--- config.mk ---
export PLATFORM = sky130hd
export DESIGN_NAME = cflog_writer
export DESIGN_NICKNAME = d
export VERILOG_FILES = /design/src/rtl/cflog_pkg.sv /design/src/rtl/cflog_fifo.sv /design/src/rtl/cflog_writer.sv
export SDC_FILE = /design/constraint.sdc
export NUM_CORES = 1
export LEC_CHECK = 0
export ABC_AREA = 1
export BUFFER_PORTS_ARGS = -buffer_cell sky130_fd_sc_hd__buf_2
export CAP_MARGIN = 10
export CORE_MARGIN = 2
export CORE_UTILIZATION = 60
export DETAILED_ROUTE_END_ITERATION = 6
export MAX_ROUTING_LAYER = met4
export PLACE_DENSITY = 0.85
export RECOVER_POWER = 100
export REMOVE_ABC_BUFFERS = 1
export SLEW_MARGIN = 10
export SYNTH_ARGS = -nofsm -noshare
export SYNTH_HDL_FRONTEND = slang
export SYNTH_SLANG_ARGS = --single-unit
--- constraint.sdc ---
create_clock -name clk -period 4.1 [get_ports clk]
set_input_delay 0.82 -clock clk [delete_from_list [all_inputs] [get_ports clk]]
set_output_delay 0.82 -clock clk [all_outputs]
set_load 0.005 [all_outputs]
--- src/rtl/cflog_pkg.sv ---
// Shared definitions for the CF-Log writer: FSM states, record marker and
// the bit layout of one buffered control-flow event.
package cflog_pkg;

    localparam int EVT_W   = 32;
    localparam int WORD_W  = 16;
    localparam int SRC_LSB = 16;
    localparam int DST_LSB = 0;

    localparam logic [WORD_W-1:0] MARK    = 16'hFFFF;
    localparam logic [WORD_W-1:0] REP_MAX = 16'hFFFF;

    typedef enum logic [2:0] {
        ST_IDLE    = 3'd0,
        ST_CHECK   = 3'd1,
        ST_WR_SRC  = 3'd2,
        ST_WR_DST  = 3'd3,
        ST_WR_MARK = 3'd4,
        ST_WR_CNT  = 3'd5,
        ST_FLUSH   = 3'd6,
        ST_DONE    = 3'd7
    } state_e;

endpackage

--- src/rtl/cflog_fifo.sv ---
// Small synchronous FIFO with first-word-fall-through head; a push while full
// is accepted only when a pop happens in the same cycle.
module cflog_fifo #(
    parameter int W     = 32,
    parameter int DEPTH = 4
) (
    input  logic         clk,
    input  logic         rst_n,
    input  logic         push,
    input  logic         pop,
    input  logic [W-1:0] din,
    output logic [W-1:0] dout,
    output logic         full,
    output logic         empty
);
    localparam int AW = $clog2(DEPTH);

    logic [W-1:0]  mem_q [DEPTH];
    logic [AW-1:0] wr_ptr_q, wr_ptr_d;
    logic [AW-1:0] rd_ptr_q, rd_ptr_d;
    logic [AW:0]   cnt_q, cnt_d;
    logic          do_push, do_pop;

    assign full  = (cnt_q == (AW+1)'(DEPTH));
    assign empty = (cnt_q == '0);
    assign dout  = mem_q[rd_ptr_q];

    always_comb begin
        do_pop   = pop && !empty;
        do_push  = push && (!full || do_pop);
        wr_ptr_d = do_push ? wr_ptr_q + AW'(1) : wr_ptr_q;
        rd_ptr_d = do_pop  ? rd_ptr_q + AW'(1) : rd_ptr_q;
        cnt_d    = cnt_q;
        if (do_push && !do_pop) begin
            cnt_d = cnt_q + (AW+1)'(1);
        end else if (!do_push && do_pop) begin
            cnt_d = cnt_q - (AW+1)'(1);
        end
    end

    always_ff @(posedge clk or negedge rst_n) begin
        if (!rst_n) begin
            wr_ptr_q <= '0;
            rd_ptr_q <= '0;
            cnt_q    <= '0;
        end else begin
            wr_ptr_q <= wr_ptr_d;
            rd_ptr_q <= rd_ptr_d;
            cnt_q    <= cnt_d;
        end
    end

    // Storage carries no reset; occupancy is tracked by the pointers.
    always_ff @(posedge clk) begin
        if (do_push) begin
            mem_q[wr_ptr_q] <= din;
        end
    end

endmodule

--- src/rtl/cflog_writer.sv ---
// Serialises control-flow events into the CF-Log SRAM, folding runs of
// identical (src,dest) pairs into a MARK + repeat-count record.
module cflog_writer
    import cflog_pkg::*;
#(
    parameter logic [15:0] LOG_BASE   = 16'h0240,
    parameter int          LOG_WORDS  = 256,
    parameter int          FIFO_DEPTH = 4,
    parameter logic [15:0] MARK_WORD  = cflog_pkg::MARK
) (
    input  logic        clk,
    input  logic        reset_n,
    input  logic        cflow_hw_wen,
    input  logic [15:0] cflow_src,
    input  logic [15:0] cflow_dest,
    input  logic        ER_done,
    input  logic        flush_ack,
    output logic        mem_wen,
    output logic [15:0] mem_addr,
    output logic [15:0] mem_wdata,
    output logic [15:0] log_ptr,
    output logic        flush_req,
    output logic        done,
    output logic        ovf
);
    state_e      state_q, state_d;
    logic [15:0] ptr_q, ptr_d;
    logic [15:0] rep_cnt_q, rep_cnt_d;
    logic [15:0] last_src_q, last_src_d;
    logic [15:0] last_dst_q, last_dst_d;
    logic        last_valid_q, last_valid_d;
    logic        done_pend_q, done_pend_d;
    logic        drain_q, drain_d;
    logic        ovf_q, ovf_d;
    logic        mem_wen_q, mem_wen_d;
    logic [15:0] mem_addr_q, mem_addr_d;
    logic [15:0] mem_wdata_q, mem_wdata_d;
    logic        flush_req_q, flush_req_d;
    logic        done_q, done_d;

    logic [EVT_W-1:0] head;
    logic             fifo_full, fifo_empty, fifo_pop;
    logic [15:0]      head_src, head_dst, ptr_addr;
    logic             match, room_need, room_rep;

    cflog_fifo #(.W(EVT_W), .DEPTH(FIFO_DEPTH)) u_fifo (
        .clk   (clk),
        .rst_n (reset_n),
        .push  (cflow_hw_wen),
        .pop   (fifo_pop),
        .din   ({cflow_src, cflow_dest}),
        .dout  (head),
        .full  (fifo_full),
        .empty (fifo_empty)
    );

    assign head_src = head[SRC_LSB +: WORD_W];
    assign head_dst = head[DST_LSB +: WORD_W];
    assign ptr_addr = LOG_BASE + {ptr_q[14:0], 1'b0};
    assign match    = last_valid_q && (head_src == last_src_q) &&
                      (head_dst == last_dst_q) && (rep_cnt_q != REP_MAX);
    // A pending repeat record must fit alongside the new pair.
    assign room_need = ({1'b0, ptr_q} + ((rep_cnt_q != '0) ? 17'd4 : 17'd2)) <= 17'(LOG_WORDS);
    assign room_rep  = ({1'b0, ptr_q} + 17'd2) <= 17'(LOG_WORDS);

    always_comb begin
        state_d      = state_q;
        ptr_d        = ptr_q;
        rep_cnt_d    = rep_cnt_q;
        last_src_d   = last_src_q;
        last_dst_d   = last_dst_q;
        last_valid_d = last_valid_q;
        drain_d      = drain_q;
        done_pend_d  = done_pend_q | ER_done;
        mem_wen_d    = 1'b0;
        mem_addr_d   = mem_addr_q;
        mem_wdata_d  = mem_wdata_q;
        done_d       = 1'b0;
        fifo_pop     = 1'b0;

        case (state_q)
            ST_IDLE: begin
                if (!fifo_empty) begin
                    state_d = ST_CHECK;
                end else if (done_pend_q) begin
                    if (rep_cnt_q == '0) begin
                        state_d = ST_DONE;
                    end else if (room_rep) begin
                        state_d = ST_WR_MARK;
                        drain_d = 1'b1;
                    end else begin
                        state_d = ST_FLUSH;
                    end
                end
            end
            ST_CHECK: begin
                if (fifo_empty) begin
                    state_d = ST_IDLE;
                end else if (match) begin
                    fifo_pop  = 1'b1;
                    rep_cnt_d = rep_cnt_q + 16'd1;
                    state_d   = ST_IDLE;
                end else if (!room_need) begin
                    state_d = ST_FLUSH;
                end else if (rep_cnt_q != '0) begin
                    state_d = ST_WR_MARK;
                    drain_d = 1'b0;
                end else begin
                    state_d = ST_WR_SRC;
                end
            end
            ST_WR_MARK: begin
                mem_wen_d   = 1'b1;
                mem_addr_d  = ptr_addr;
                mem_wdata_d = MARK_WORD;
                ptr_d       = ptr_q + 16'd1;
                state_d     = ST_WR_CNT;
            end
            ST_WR_CNT: begin
                mem_wen_d   = 1'b1;
                mem_addr_d  = ptr_addr;
                mem_wdata_d = rep_cnt_q;
                ptr_d       = ptr_q + 16'd1;
                rep_cnt_d   = '0;
                drain_d     = 1'b0;
                state_d     = drain_q ? ST_DONE : ST_WR_SRC;
            end
            ST_WR_SRC: begin
                mem_wen_d   = 1'b1;
                mem_addr_d  = ptr_addr;
                mem_wdata_d = head_src;
                ptr_d       = ptr_q + 16'd1;
                state_d     = ST_WR_DST;
            end
            ST_WR_DST: begin
                mem_wen_d    = 1'b1;
                mem_addr_d   = ptr_addr;
                mem_wdata_d  = head_dst;
                ptr_d        = ptr_q + 16'd1;
                fifo_pop     = 1'b1;
                last_src_d   = head_src;
                last_dst_d   = head_dst;
                last_valid_d = 1'b1;
                state_d      = ST_IDLE;
            end
            ST_FLUSH: begin
                if (flush_ack) begin
                    ptr_d        = '0;
                    last_valid_d = 1'b0;
                    state_d      = ST_CHECK;
                end
            end
            ST_DONE: begin
                done_d       = 1'b1;
                done_pend_d  = ER_done;
                last_valid_d = 1'b0;
                rep_cnt_d    = '0;
                state_d      = ST_IDLE;
            end
            default: state_d = ST_IDLE;
        endcase

        ovf_d       = ovf_q | (cflow_hw_wen & fifo_full & ~fifo_pop);
        flush_req_d = (state_d == ST_FLUSH);
    end

    always_ff @(posedge clk or negedge reset_n) begin
        if (!reset_n) begin
            state_q      <= ST_IDLE;
            ptr_q        <= '0;
            rep_cnt_q    <= '0;
            last_src_q   <= '0;
            last_dst_q   <= '0;
            last_valid_q <= 1'b0;
            done_pend_q  <= 1'b0;
            drain_q      <= 1'b0;
            ovf_q        <= 1'b0;
            mem_wen_q    <= 1'b0;
            mem_addr_q   <= '0;
            mem_wdata_q  <= '0;
            flush_req_q  <= 1'b0;
            done_q       <= 1'b0;
        end else begin
            state_q      <= state_d;
            ptr_q        <= ptr_d;
            rep_cnt_q    <= rep_cnt_d;
            last_src_q   <= last_src_d;
            last_dst_q   <= last_dst_d;
            last_valid_q <= last_valid_d;
            done_pend_q  <= done_pend_d;
            drain_q      <= drain_d;
            ovf_q        <= ovf_d;
            mem_wen_q    <= mem_wen_d;
            mem_addr_q   <= mem_addr_d;
            mem_wdata_q  <= mem_wdata_d;
            flush_req_q  <= flush_req_d;
            done_q       <= done_d;
        end
    end

    assign mem_wen   = mem_wen_q;
    assign mem_addr  = mem_addr_q;
    assign mem_wdata = mem_wdata_q;
    assign log_ptr   = ptr_q;
    assign flush_req = flush_req_q;
    assign done      = done_q;
    assign ovf       = ovf_q;

endmodule

Word level (Yosys, flattened, before mapping). Memory sizes are Yosys's and may differ from the RTL's. Cells that the tools add are included.

Register bits after elaboration: 113. Bits in writable memories: 128. Memories kept: 1. Logic and storage cells: 124.

Memories: u_fifo.mem_q (words 4, bits a word 32, read ports 1, clocked after memory_dff 0, write ports 1, RTL line cflog_fifo.sv:18) `logic [W-1:0] mem_q [DEPTH];`.

Equal/unequal tests: 22. Add/subtract/negate cells: 9. Reduce and logical (&&, ||, !) cells: 29. Muxes and demuxes: 39. Magnitude comparators: 2. Bitwise operators: 5.

Operators by type and width (number): $pmux 16 s2 (2); $pmux 16 s4 (1); $mux 16 (3); $le 17x9->1 const B (2); $mux 3 (11); $add 16x1->16 const B (2); $eq 16x16->1 (2); $pmux 3 s7 (1); $ne 2x2->1 const B (10); $eq 3x3->1 const B (6); $add 16x2->17 const B (1); $add 16x3->17 (1); $add 10x16->16 const A (1); $logic_not 16->1 (1); $mux 1 (16); $ne 16x16->1 const B (1); $reduce_bool 16->1 (1); $reduce_and 9->1 (1); $logic_and 1x1->1 (7); $eq 3x2->1 const B (2); $logic_not 3->1 (2); $pmux 1 s3 (2); $reduce_bool 2->1 (3); $reduce_bool 3->1 (2); other kinds (16) (25).

Logic depth before layout (Yosys ltp). Gate-level depths: netlist of the first run. An unclocked memory read counts as a cell.

Depth after elaboration: 15. Gate-level depth with buffers: 23.

By module. Synthesis of the first run repeated with hierarchy kept, for this count alone.

Cell total of the unflattened synthesis: 1328. Area total of the unflattened synthesis: 11913.9 sq um.

By module, submodules not included: cflog_writer (area each 6556.3 sq um, cells each 924, times used 1, sequential area each 2627.5 sq um); cflog_fifo (area each 5357.6 sq um, cells each 404, times used 1, sequential area each 4018.9 sq um).

Least setup slack after synthesis of the first run. No wires, ideal clock.

Path kind: reg2reg. From: register u_fifo.rd_ptr_q[0]. To: memory u_fifo.mem_q[0][0], enable pin. Path buffers: 2. Stages on the path, launching flop included: 13. Data arrival time: 3.178 ns. Period minus slack after synthesis: 3.599 ns. Setup time: 0.421 ns. Path slack: 0.501 ns. Path through: dfrtp_1 > buf_4 > buf_4 > nand2_1 > nand3_1 > nand2_1 > xor2_2 > nand3b_4 > nor2_2 > nand4_4 > nand3_1 > nand2_2 > nor2_1.

Word-level cells in the longest chain between the ends: 13. Elaborated cells between the ends (all ways): 14. Those cells by class: eq/ne (2); mux (5); reduce/logical (6); memory (1).

RTL lines: start, declared (RTL line cflog_fifo.sv:20) `logic [AW-1:0] rd_ptr_q, rd_ptr_d;`; start signal, assigned (RTL line cflog_fifo.sv:48) `rd_ptr_q <= rd_ptr_d;`; $mem_v2 4x32 (*); $eq 16x16->1 (RTL line cflog_writer.sv:60) `assign match = last_valid_q && (head_src == last_src_q) &&`; $logic_and 1x1->1 (RTL line cflog_writer.sv:60); $logic_and 1x1->1 (*) (RTL line cflog_writer.sv:60); $logic_and 1x1->1 (*) (RTL line cflog_writer.sv:61) `(head_dst == last_dst_q) && (rep_cnt_q != REP_MAX);`; $mux 1 (*) (RTL line cflog_writer.sv:99) `end else if (match) begin`; $mux 1 (*) (RTL line cflog_writer.sv:97) `if (fifo_empty) begin`; $pmux 1 s2 (*) (RTL line cflog_writer.sv:81) `case (state_q)`; $logic_and 1x1->1 (*) (RTL line cflog_fifo.sv:29) `do_pop = pop && !empty;`; $logic_or 1x1->1 (*) (RTL line cflog_fifo.sv:30) `do_push = push && (!full || do_pop);`; $logic_and 1x1->1 (*) (RTL line cflog_fifo.sv:30); $mux 1 (*) (RTL line cflog_fifo.sv:55) `if (do_push) begin`; $mux 1 (not written as such) (*) (RTL line cflog_fifo.sv:56) `mem_q[wr_ptr_q] <= din;`; end, declared (RTL line cflog_fifo.sv:18).

Mark *: on every way between the ends. The rest lies on a longest branch, timed or not.

Final worst setup path of the first run.
From: register rep_cnt_q[0]. To: register flush_req_q, in the netlist flush_req.

Word-level cells in the longest chain between the ends: 9. Elaborated cells between the ends (all ways): 16. Those cells by class: add/sub (1); order compare (1); eq/ne (2); mux (9); reduce/logical (3).

RTL lines: start, declared (RTL line cflog_writer.sv:28) `logic [15:0] rep_cnt_q, rep_cnt_d;`; start signal, assigned (RTL line cflog_writer.sv:186) `rep_cnt_q <= rep_cnt_d;`; $reduce_bool 16->1 (RTL line cflog_writer.sv:63, cflog_writer.sv:105); $mux 3 (RTL line cflog_writer.sv:63, cflog_writer.sv:105); $add 16x3->17 (RTL line cflog_writer.sv:63) `assign room_need = ({1'b0, ptr_q} + ((rep_cnt_q != '0) ? 17'd4 : 17'd2)) <= 17'(LOG_WORDS);`; $le 17x9->1 (RTL line cflog_writer.sv:63); $mux 3 (RTL line cflog_writer.sv:103) `end else if (!room_need) begin`; $mux 3 (RTL line cflog_writer.sv:99); $mux 3 (RTL line cflog_writer.sv:97); $pmux 3 s7 (*) (RTL line cflog_writer.sv:81); $eq 3x3->1 (*) (RTL line cflog_writer.sv:164) `flush_req_d = (state_d == ST_FLUSH);`; via flush_req_d (RTL line cflog_writer.sv:38) `logic flush_req_q, flush_req_d;`; end signal, assigned (RTL line cflog_writer.sv:196) `flush_req_q <= flush_req_d;`; end, declared (RTL line cflog_writer.sv:38).

The timed path passes the listed nets; every way through them passes the cells marked *. A chain may end at the register's enable or synchronous reset.

==> summary.md, run 1 <==
The flow ran to the end, but the final reports show violations. The final reports fail on capacitance limit, slew limit. Die footprint: 20700 um2. The tools report the number of antenna-violating nets in the routed design as 0. The worst setup path is captured at a register. Input and output buffers added on the ports amount to 87.

After clock tree synthesis, the flow added hold-fix buffers numbering 0. On the critical path, the stage with the largest delay is an instance of sky130_fd_sc_hd__dfrtp_1. Counting every instance in the synthesized netlist gives 1311. Yosys mapped a number of flops with a built-in enable equal to 128.

The height of the die was 144 um. After filler insertion, the fill cell instance count of the layout stands at 1535. The total global-route track usage is 30.2%.

The register clock-pin slew on the reported worst setup and hold paths works out to 60 ps. The share of the Yosys chip area taken by registers is 56.6%. The routed design has 29400 um of wire. TritonCTS built the clock tree.

In this run the tightest slew margin relative to its limit is -112%. For the pin with the worst max-slew slack, the measured transition is 3180 ps. For the via count of the first global-routing pass, the log shows 9132.

The run gives 283 ps as the setup slack of the critical path after layout. The repair_antennas step left the layout with diodes totalling 0. The die is 144 um wide. Across the routed clock network, the largest skew measured is 13.3 ps. The total setup buffers inserted after CTS was 0; the worst endpoint data arrival time was 4230 ps.

The synthesized netlist occupies a cell area of 11700 um2. The largest stage delay on the critical path was 410 ps; the first-pass iteration count of the detailed router was 6. For this run, design rule violations remaining after detail routing come to 0. Once layout is complete, the utilization of the core stands at 67.8%. Clock latency on the worst-skew pair, taken at its later pin, is 540 ps. STA puts the critical path data required time at 4510 ps. Prior to clock tree synthesis, the placed netlist has a worst setup slack of 446 ps. The logs give 1 for the H-tree depth and 262 MHz for the highest clock rate.

The run gives 42 as the number of distinct standard cells referenced by the synthesized netlist. The run gives 0 as the initial antenna violation count. After the first detailed-routing iteration, the DRC count stood at 962. For this design the top-level I/O count stands at 89. For the starting utilization of the core area, the log shows 60.7%. In the final layout, the share of cells above drive strength 1 is 6.68%.

Reported leakage power: 5.58 nW. The synthesized design devotes to its leading area cell type 32.7% of total area. Traced cell by cell, the critical path runs through inv_1, ha_1, nand4_1, nor2_1, nand2_1, inv_1, ha_1, inv_1, fa_1, nor2_1, nand2_1, nor2_1, nand2_1, o21ai_0, nand2_1, nor2_1, nand4_1, nand3_1, nand2_1, nor2_1, nor2_1. The accumulated negative setup slack was 0 ps; the final-report setup violation count was 0. Setup repair after global routing left no endpoint under its margin. For the number of buffers on the longest clock path, the log shows 3.

Entering global routing, the biggest net connects 65 pins. For this run, the number of Yosys warnings is 0. The path class of the lowest-slack min-delay path was reg2reg. For the number of vias in the routed layout, the log shows 9537.

By area the synthesized netlist is led by sky130_fd_sc_hd__edfxtp_1 (33%), sky130_fd_sc_hd__dfrtp_1 (24%), sky130_fd_sc_hd__nand2_1 (13%). In the final design database the tool counted 1438 nets. Dividing total power by cell area gives a power density of 779 nW/um2. In this run the standard cell core region covers 19300 um2.

Dividing the detail-routed via count by the number of cells gives 5.70. The routed length per placed instance came out at 17.6 um. The largest vdd supply drop came out at 518 uV.

The nature of the critical path startpoint is a register. In this run the worst path has a maximum fanout of 6. The startpoint-to-endpoint class of the critical path is reg2reg. Summed over all instances, the cell type with the most area after synthesis is sky130_fd_sc_hd__edfxtp_1. The global-route wire length before repair came out at 47000 um.

The half-perimeter wire length of the detailed placement result came out at 19400 um. By count the netlist is led by sky130_fd_sc_hd__nand2_1 (402), sky130_fd_sc_hd__nand3_1 (151), sky130_fd_sc_hd__edfxtp_1 (128). The buffer cell driving the clock tree root is sky130_fd_sc_hd__clkbuf_16.

The post-cts sizing count was 0; the portion of the clock cycle consumed by the worst path in the final layout was 93.1%. The initialized floorplan defines 51 standard-cell rows. Final RePlAce weighted congestion: 0.950.

The flip-flop cell with the highest count after synthesis was sky130_fd_sc_hd__edfxtp_1. In the post-synthesis netlist, the cell with the most instances is sky130_fd_sc_hd__nand2_1. The synthesis-to-finish area growth was 11.7%; the remaining global-route overflow was 0.

The number of hold violations in the final report is 0, and the fraction of synthesis flops using an asynchronous set or reset pin is 46.7%. The per-instance average area after synthesis came out at 8.96 um2. The number of buffers inserted during clock tree synthesis came out at 25. The cell seen most often among critical-path stages is sky130_fd_sc_hd__nor2_1. In this run, synthesis produced a sequential element count of 240. The count of pins over their slew limit is 55. For the finished layout, the period the worst path requires is 3820 ps. The number of maximum-capacitance constraint violations is 1, and the clock sink count is 240.
## critical path, delay by kind of cell, from the launching register on
kind	cells	cell delay [ps]
flip-flops	1	410
AO/OA/AOI/OAI	1	150
AND/OR/NAND/NOR	14	1980
adder cells (fa/ha/maj)	3	750
buffers and inverters	3	390
## stage by stage
step | hold slack (ps) | area, um2 | std cells | power (mW)
finish | 476 | 13100 | 1672 | 10.2
global route | 502 | 13100 | 1672 | 10.9
CTS | 371 | 13200 | 1672 | 10.3
detailed placement | 460 | 12400 | 1626 | 7.88
global placement | 458 | 12400 | 1626 | 7.73
floorplan | 442 | 11400 | 1257 | 6.35
## final timing paths
kind	startpoint	slack, ps	cells past startpoint	end
setup / recovery	rep_cnt_q[0]	280	21	flush_req
hold / removal	mem_addr[13]	480	2	mem_addr[13]
setup reg to reg	rep_cnt_q[0]	280	21	flush_req
hold reg to reg	mem_addr[13]	480	2	mem_addr[13]
max in group asynchronous	reset_n	630	2	rep_cnt_q[6]
min in group asynchronous	reset_n	1330	1	mem_wdata[1]
## metal layers
| metal | share of wire (%) | routed length [um] | track usage [%] | up-vias |
|---|---|---|---|---|
| met1 | 42 | 12400 | 39.7 | 4473 |
| met3 | 7.9 | 2330 | 5.03 | 88 |
| met2 | 46 | 13600 | 47.4 | 463 |
| met4 | 3.6 | 1060 | 11.5 | 0 |
| li1 | - | - | - | 4513 |
| met5 | 0 | 0 | - | - |
## power breakdown
| group | switching, mW | total (mW) | internal (mW) |
|---|---|---|---|
| logic | 2.91 | 4.19 | 1.28 |
| clock network | 0.960 | 2.34 | 1.38 |
| registers | 0.415 | 3.68 | 3.27 |
## flip-flops by register name (all words and copies together), names as in the netlist, 2 cells and up
| name | count |
|---|---|
| log_ptr | 16 |
| u_fifo.cnt_q | 3 |
| u_fifo.rd_ptr_q | 2 |
| mem_wdata | 16 |
| last_dst_q | 16 |
| state_q | 3 |
| u_fifo.mem_q | 128 |
| rep_cnt_q | 16 |
| mem_addr | 15 |
| last_src_q | 16 |
| u_fifo.wr_ptr_q | 2 |
## placed cells by master, fill, tap and decap left out, types with 13 or more instances in the layout
master | netlist | routed
sky130_fd_sc_hd__nand2_1 | 402 | 404
sky130_fd_sc_hd__nand3_1 | 151 | 151
sky130_fd_sc_hd__edfxtp_1 | 128 | 128
sky130_fd_sc_hd__inv_1 | 113 | 114
sky130_fd_sc_hd__dfrtp_1 | 112 | 111
sky130_fd_sc_hd__nor2_1 | 95 | 92
sky130_fd_sc_hd__o21ai_0 | 87 | 88
sky130_fd_sc_hd__clkbuf_1 | 22 | 73
sky130_fd_sc_hd__clkbuf_16 | 0 | 25
sky130_fd_sc_hd__xor2_1 | 24 | 24
sky130_fd_sc_hd__nand4_1 | 21 | 21
sky130_fd_sc_hd__nor3_1 | 18 | 18
sky130_fd_sc_hd__o2111ai_1 | 16 | 16
sky130_fd_sc_hd__buf_2 | 15 | 16
sky130_fd_sc_hd__a21oi_1 | 13 | 13
## kinds of logic (layout without fill, tap and decap cells)
family                     after synthesis  in the layout  synth area share (%)
AOI/OAI and AO/OA                      142            142                  7.10
xor gates and xnor gates                34             34                  2.66
adders and majority gates               13             13                  1.51
buffers and inverters                  174            270                  6.43
DFF                                    240            240                  56.6
muxes                                    1              1                0.0959
other                                    1              1                0.0319
and+or+nand+nor                        706            706                  25.6
## area by class of cell
| type | instances | area [um2] | area share, % |
|---|---|---|---|
| clock buffer | 27 | 633 | 4.83 |
| clock inverter | 19 | 220 | 1.68 |
| inverter | 120 | 450 | 3.43 |
| multi-input combinational | 897 | 4360 | 33.2 |
| sequential | 240 | 6650 | 50.7 |
| tap | 265 | 332 | 2.53 |
| timing repair buffer | 104 | 478 | 3.64 |
Power figures use the tool's default switching activity.
==> run 2, diff against run 1 <==
==> constraint.sdc (replaced) <==
create_clock -name clk -period 4.1 [get_ports clk]
set_input_delay 0.205 -clock clk [delete_from_list [all_inputs] [get_ports clk]]
set_output_delay 0.205 -clock clk [all_outputs]
set_load 0.005 [all_outputs]
==> run 2 against run 1 <==
Against the previous run: the run still ends with capacitance limit, slew limit left; first-iteration DRC count fell by 0.10%; core utilization rose by 1.4 points; critical path depth fell by 10; setup slack improved by 160 ps; clock skew rose by 15 ps; flip-flop and latch count did not move; clock power fell by 4%; global-route usage rose by 1.5 points; largest cell class unchanged; critical path type unchanged; wire length rose by 5.2%; cell count rose by 2.1%; highest routed layer unchanged; sequential power barely moved.
==> summary.md, run 2 (synthesized netlist as in run 1, its figures left out) <==
The slew at the pin closest to its max-slew limit came out at 1760 ps (was 3180 ps). The run gives 0 (unchanged) as the post-cts sizing count. The residual DRC count is 0 (unchanged), and the total power per unit cell area is 761 nW/um2 (was 779 nW/um2). For the count of pins over their slew limit, the log shows 32 (was 55). The logs give 12400 um2 (unchanged) for the area of placed instances and 5.86 mW (was 5.93 mW) for the internal power of the cells. Startpoint-to-endpoint class of the critical path: reg2reg (unchanged). The fraction of final layout cells sized beyond drive strength 1 was 5.89% (was 6.68%).

The run gives 1 (unchanged) as the H-tree depth. Number of nets at the end of the flow: 1473 (was 1438). The largest register by flop count was u_fifo.mem_q (unchanged).

The number of design-rule violations left by the first detailed-router iteration was 961 (was 962); the core area was 19300 um2 (unchanged). The logs give 440 ps (was 280 ps) for the flop-to-flop setup slack and 0 (unchanged) for the final-report setup violation count. The tools report the critical register-to-register path startpoint as state_q[1] (was rep_cnt_q[0]). The final design area excluding fillers was 13400 um2 (was 13100 um2); the clock sink count was 240 (unchanged).

The total routed wirelength came out at 31000 um (was 29400 um). The buffer cell driving the clock tree root is sky130_fd_sc_hd__clkbuf_16 (unchanged). The number of standard-cell rows in the floorplan came out at 51 (unchanged). The cell seen most often among critical-path stages was sky130_fd_sc_hd__nand2_1 (was sky130_fd_sc_hd__nor2_1).

The initial antenna violation count is 0 (unchanged), and the flip-flop count of the largest register after layout is 128 (unchanged). The logs give 0 ps (unchanged) for the accumulated negative setup slack and 0 (unchanged) for the number of hold violations in the final report. The run gives 25 (unchanged) as the number of buffers inserted during clock tree synthesis.

The via count of the first global-routing pass is 9454 (was 9132). The number of antenna repair diodes is 0 (unchanged). The combinational share of power was 41.7% (was 41.0%); the total chip power was 10.2 mW (about the same). The die footprint was 20700 um2 (unchanged); the largest stage delay on the critical path was 870 ps (was 410 ps). The nature of the critical path startpoint was a register (unchanged).

The tools report the switching power total as 4.33 mW (was 4.29 mW). The logs give 1483 (was 1535) for the number of fillers in the final layout and 3 (unchanged) for the number of buffers on the longest clock path. The portion of the clock cycle consumed by the worst path in the final layout is 89.3% (was 93.1%), and the largest vdd supply drop is 479 uV (was 518 uV). CP Cell Sequence: nand2_1, nor2_1, inv_1, nand2_1, nor2_2, buf_4, inv_1, clkbuf_1, nand2_1, nand2_1, o22ai_1 (was inv_1, ha_1, nand4_1, nor2_1, nand2_1, inv_1, ha_1, inv_1, fa_1, nor2_1, nand2_1, nor2_1, nand2_1, o21ai_0, nand2_1, nor2_1, nand4_1, nand3_1, nand2_1, nor2_1, nor2_1). The run gives 22.1% (was 22.9%) as the fraction of power consumed by the clock network.

The cell depth of the worst flop-to-flop path was 11 (was 21). The shortest clock period the worst path allows after layout came out at 3660 ps (was 3820 ps). Top library cells by usage in the layout, fill and taps aside: sky130_fd_sc_hd__nand2_1 (403), sky130_fd_sc_hd__nand3_1 (151), sky130_fd_sc_hd__edfxtp_1 (128) (was sky130_fd_sc_hd__nand2_1 (404), sky130_fd_sc_hd__nand3_1 (151), sky130_fd_sc_hd__edfxtp_1 (128)).

The largest driver fanout on the critical path is 37 (was 6). The cell count along the critical path works out to 11 (was 21). Source of the critical timing path: state_q[1] (was rep_cnt_q[0]).

Violations in the final reports: capacitance limit, slew limit (unchanged). The kind of cell with the highest combined delay on the critical path is buffers and inverters (was simple AND/OR/NAND/NOR gates). The first-pass iteration count of the detailed router was 5 (was 6); the total global-route track usage was 31.6% (was 30.2%). The synthesis-to-finish area growth was 14.0% (was 11.7%). The capturing element of the worst setup path was log_ptr[9] (was flush_req). Number of buffer and inverter instances along the worst setup path: 4 (was 3).

The tools report the reported leakage power as 5.67 nW (was 5.58 nW). For the I/O pin total, the log shows 89 (unchanged). The flow ran to the end, but the final reports show violations. The path class of the lowest-slack min-delay path is in2reg (was reg2reg). The tools report the share of total power in sequential cells as 36.2% (was 36.1%). The global-route wire length before repair is 49000 um (was 47000 um), and the number of antenna-violating nets in the routed design is 0 (unchanged).

The worst setup timing slack at the placement stage was 546 ps (was 446 ps). The sort of element at the end of the critical path is a register (unchanged). The number of maximum-capacitance constraint violations was 1 (unchanged). Height of the die: 144 um (unchanged).

The required time of the worst setup path was 4490 ps (was 4510 ps). The count of port buffers added during placement was 87 (unchanged); the relative slew slack was -17.5% (was -112%). TritonCTS built the clock tree.

The half-perimeter wire length of the detailed placement result is 20200 um (was 19400 um), and the clock latency at the later pin of the worst-skew pair is 530 ps (was 540 ps). The run gives 60.7% (unchanged) as the starting utilization of the core area. The setup slack of the critical path after layout came out at 438 ps (was 283 ps).

The routed length per placed instance was 18.1 um (was 17.6 um); the detailed-route vias per instance was 5.74 (was 5.70). The final RePlAce weighted congestion is 0.990 (was 0.950), and the number of vias in the routed layout is 9799 (was 9537). The x dimension of the die came out at 144 um (unchanged). The run gives 4060 ps (was 4230 ps) as the worst endpoint data arrival time. For the highest clock rate, the log shows 273 MHz (was 262 MHz). The largest net degree at the start of global routing was 65 (unchanged).

Terminus of the critical flop-to-flop path: log_ptr[9] (was flush_req). Setup repair after global routing left no endpoint under its margin. The most common cell after layout, fill and taps aside is sky130_fd_sc_hd__nand2_1 (unchanged).

Switching part of the total: 42.5% (was 42.0%). The register clock-pin slew on the reported worst setup and hold paths works out to 60 ps (about the same). The slowest library cell on the worst path is sky130_fd_sc_hd__clkbuf_1 (was sky130_fd_sc_hd__dfrtp_1). The remaining global-route overflow was 0 (unchanged).

For the largest clock skew in the final design, the log shows 28.5 ps (was 13.3 ps).
==> run 2: cell count changes in the layout (fill, tap and decap cells not counted), sizes merged <==
cell	previous run	this run
buf	27	23
bufinv	4	2
clkbuf	104	114
clkinv	17	7
clkinvlp	2	4
dlygate4sd3	0	35
inv	116	120
==> run 2: worst min path at each step <==
stage               startpoint             to  slack, ps  depth (start not counted)
finish               flush_ack     state_q[2]        140                          4
global route         flush_ack     state_q[2]        150                          4
CTS                  flush_ack     state_q[2]        120                          4
detailed placement     reset_n   mem_wdata[1]        170                          1
global placement       reset_n  last_dst_q[1]        170                          1
floorplan              reset_n           done        -90                          0
==> run 2: power groups by stage <==
stage | clock network (mW) | registers, mW | logic (mW)
floorplan | 0 | 3.71 | 2.64
global placement | 0 | 3.68 | 4.09
detailed placement | 0 | 3.70 | 4.21
CTS | 2.26 | 3.66 | 4.28
global route | 2.36 | 3.74 | 4.75
finish | 2.25 | 3.68 | 4.25
==> run 2: metrics by stage <==
| step | util (%) | hold slack (ps) | instances |
|---|---|---|---|
| floorplan | - | -90.6 | 1257 |
| detailed placement | 64.0 | 169 | 1626 |
| CTS | 70.1 | 116 | 1707 |
| finish | 69.2 | 143 | 1707 |
| global placement | 64.0 | 172 | 1626 |
| global route | 69.2 | 146 | 1707 |
==> run 2: layout make-up <==
class	instances	area [um2]	area share [%]
Tap cell	265	332	2.48
Multi-Input combinational cell	897	4320	32.3
Inverter	120	450	3.37
Sequential cell	240	6650	49.7
Clock buffer	33	686	5.12
Timing Repair Buffer	139	820	6.12
Clock inverter	13	129	0.963
==> run 2: repair_timing <==
action,CTS,global route
hold buffers,35,0
buffers inserted,0,0
endpoints found under the hold margin,161,0
==> run 2: layer usage <==
| layer | vias to the layer above | wire (um) | global-route usage [%] |
|---|---|---|---|
| li1 | 4587 | - | - |
| met1 | 4710 | 12900 | 41.1 |
| met2 | 435 | 15000 | 51.7 |
| met3 | 67 | 2210 | 5.03 |
| met4 | 0 | 840 | 9.65 |
| met5 | - | 0 | - |
==> run 2: worst register-to-register path: stages (launching register included) <==
cell and delay [ps]:
sky130_fd_sc_hd__dfrtp_1 410, sky130_fd_sc_hd__nand2_1 130, sky130_fd_sc_hd__nor2_1 140, sky130_fd_sc_hd__inv_1 480, sky130_fd_sc_hd__nand2_1 290, sky130_fd_sc_hd__nor2_2 50
sky130_fd_sc_hd__buf_4 240, sky130_fd_sc_hd__inv_1 440, sky130_fd_sc_hd__clkbuf_1 870, sky130_fd_sc_hd__nand2_1 200, sky130_fd_sc_hd__nand2_1 170, sky130_fd_sc_hd__o22ai_1 110
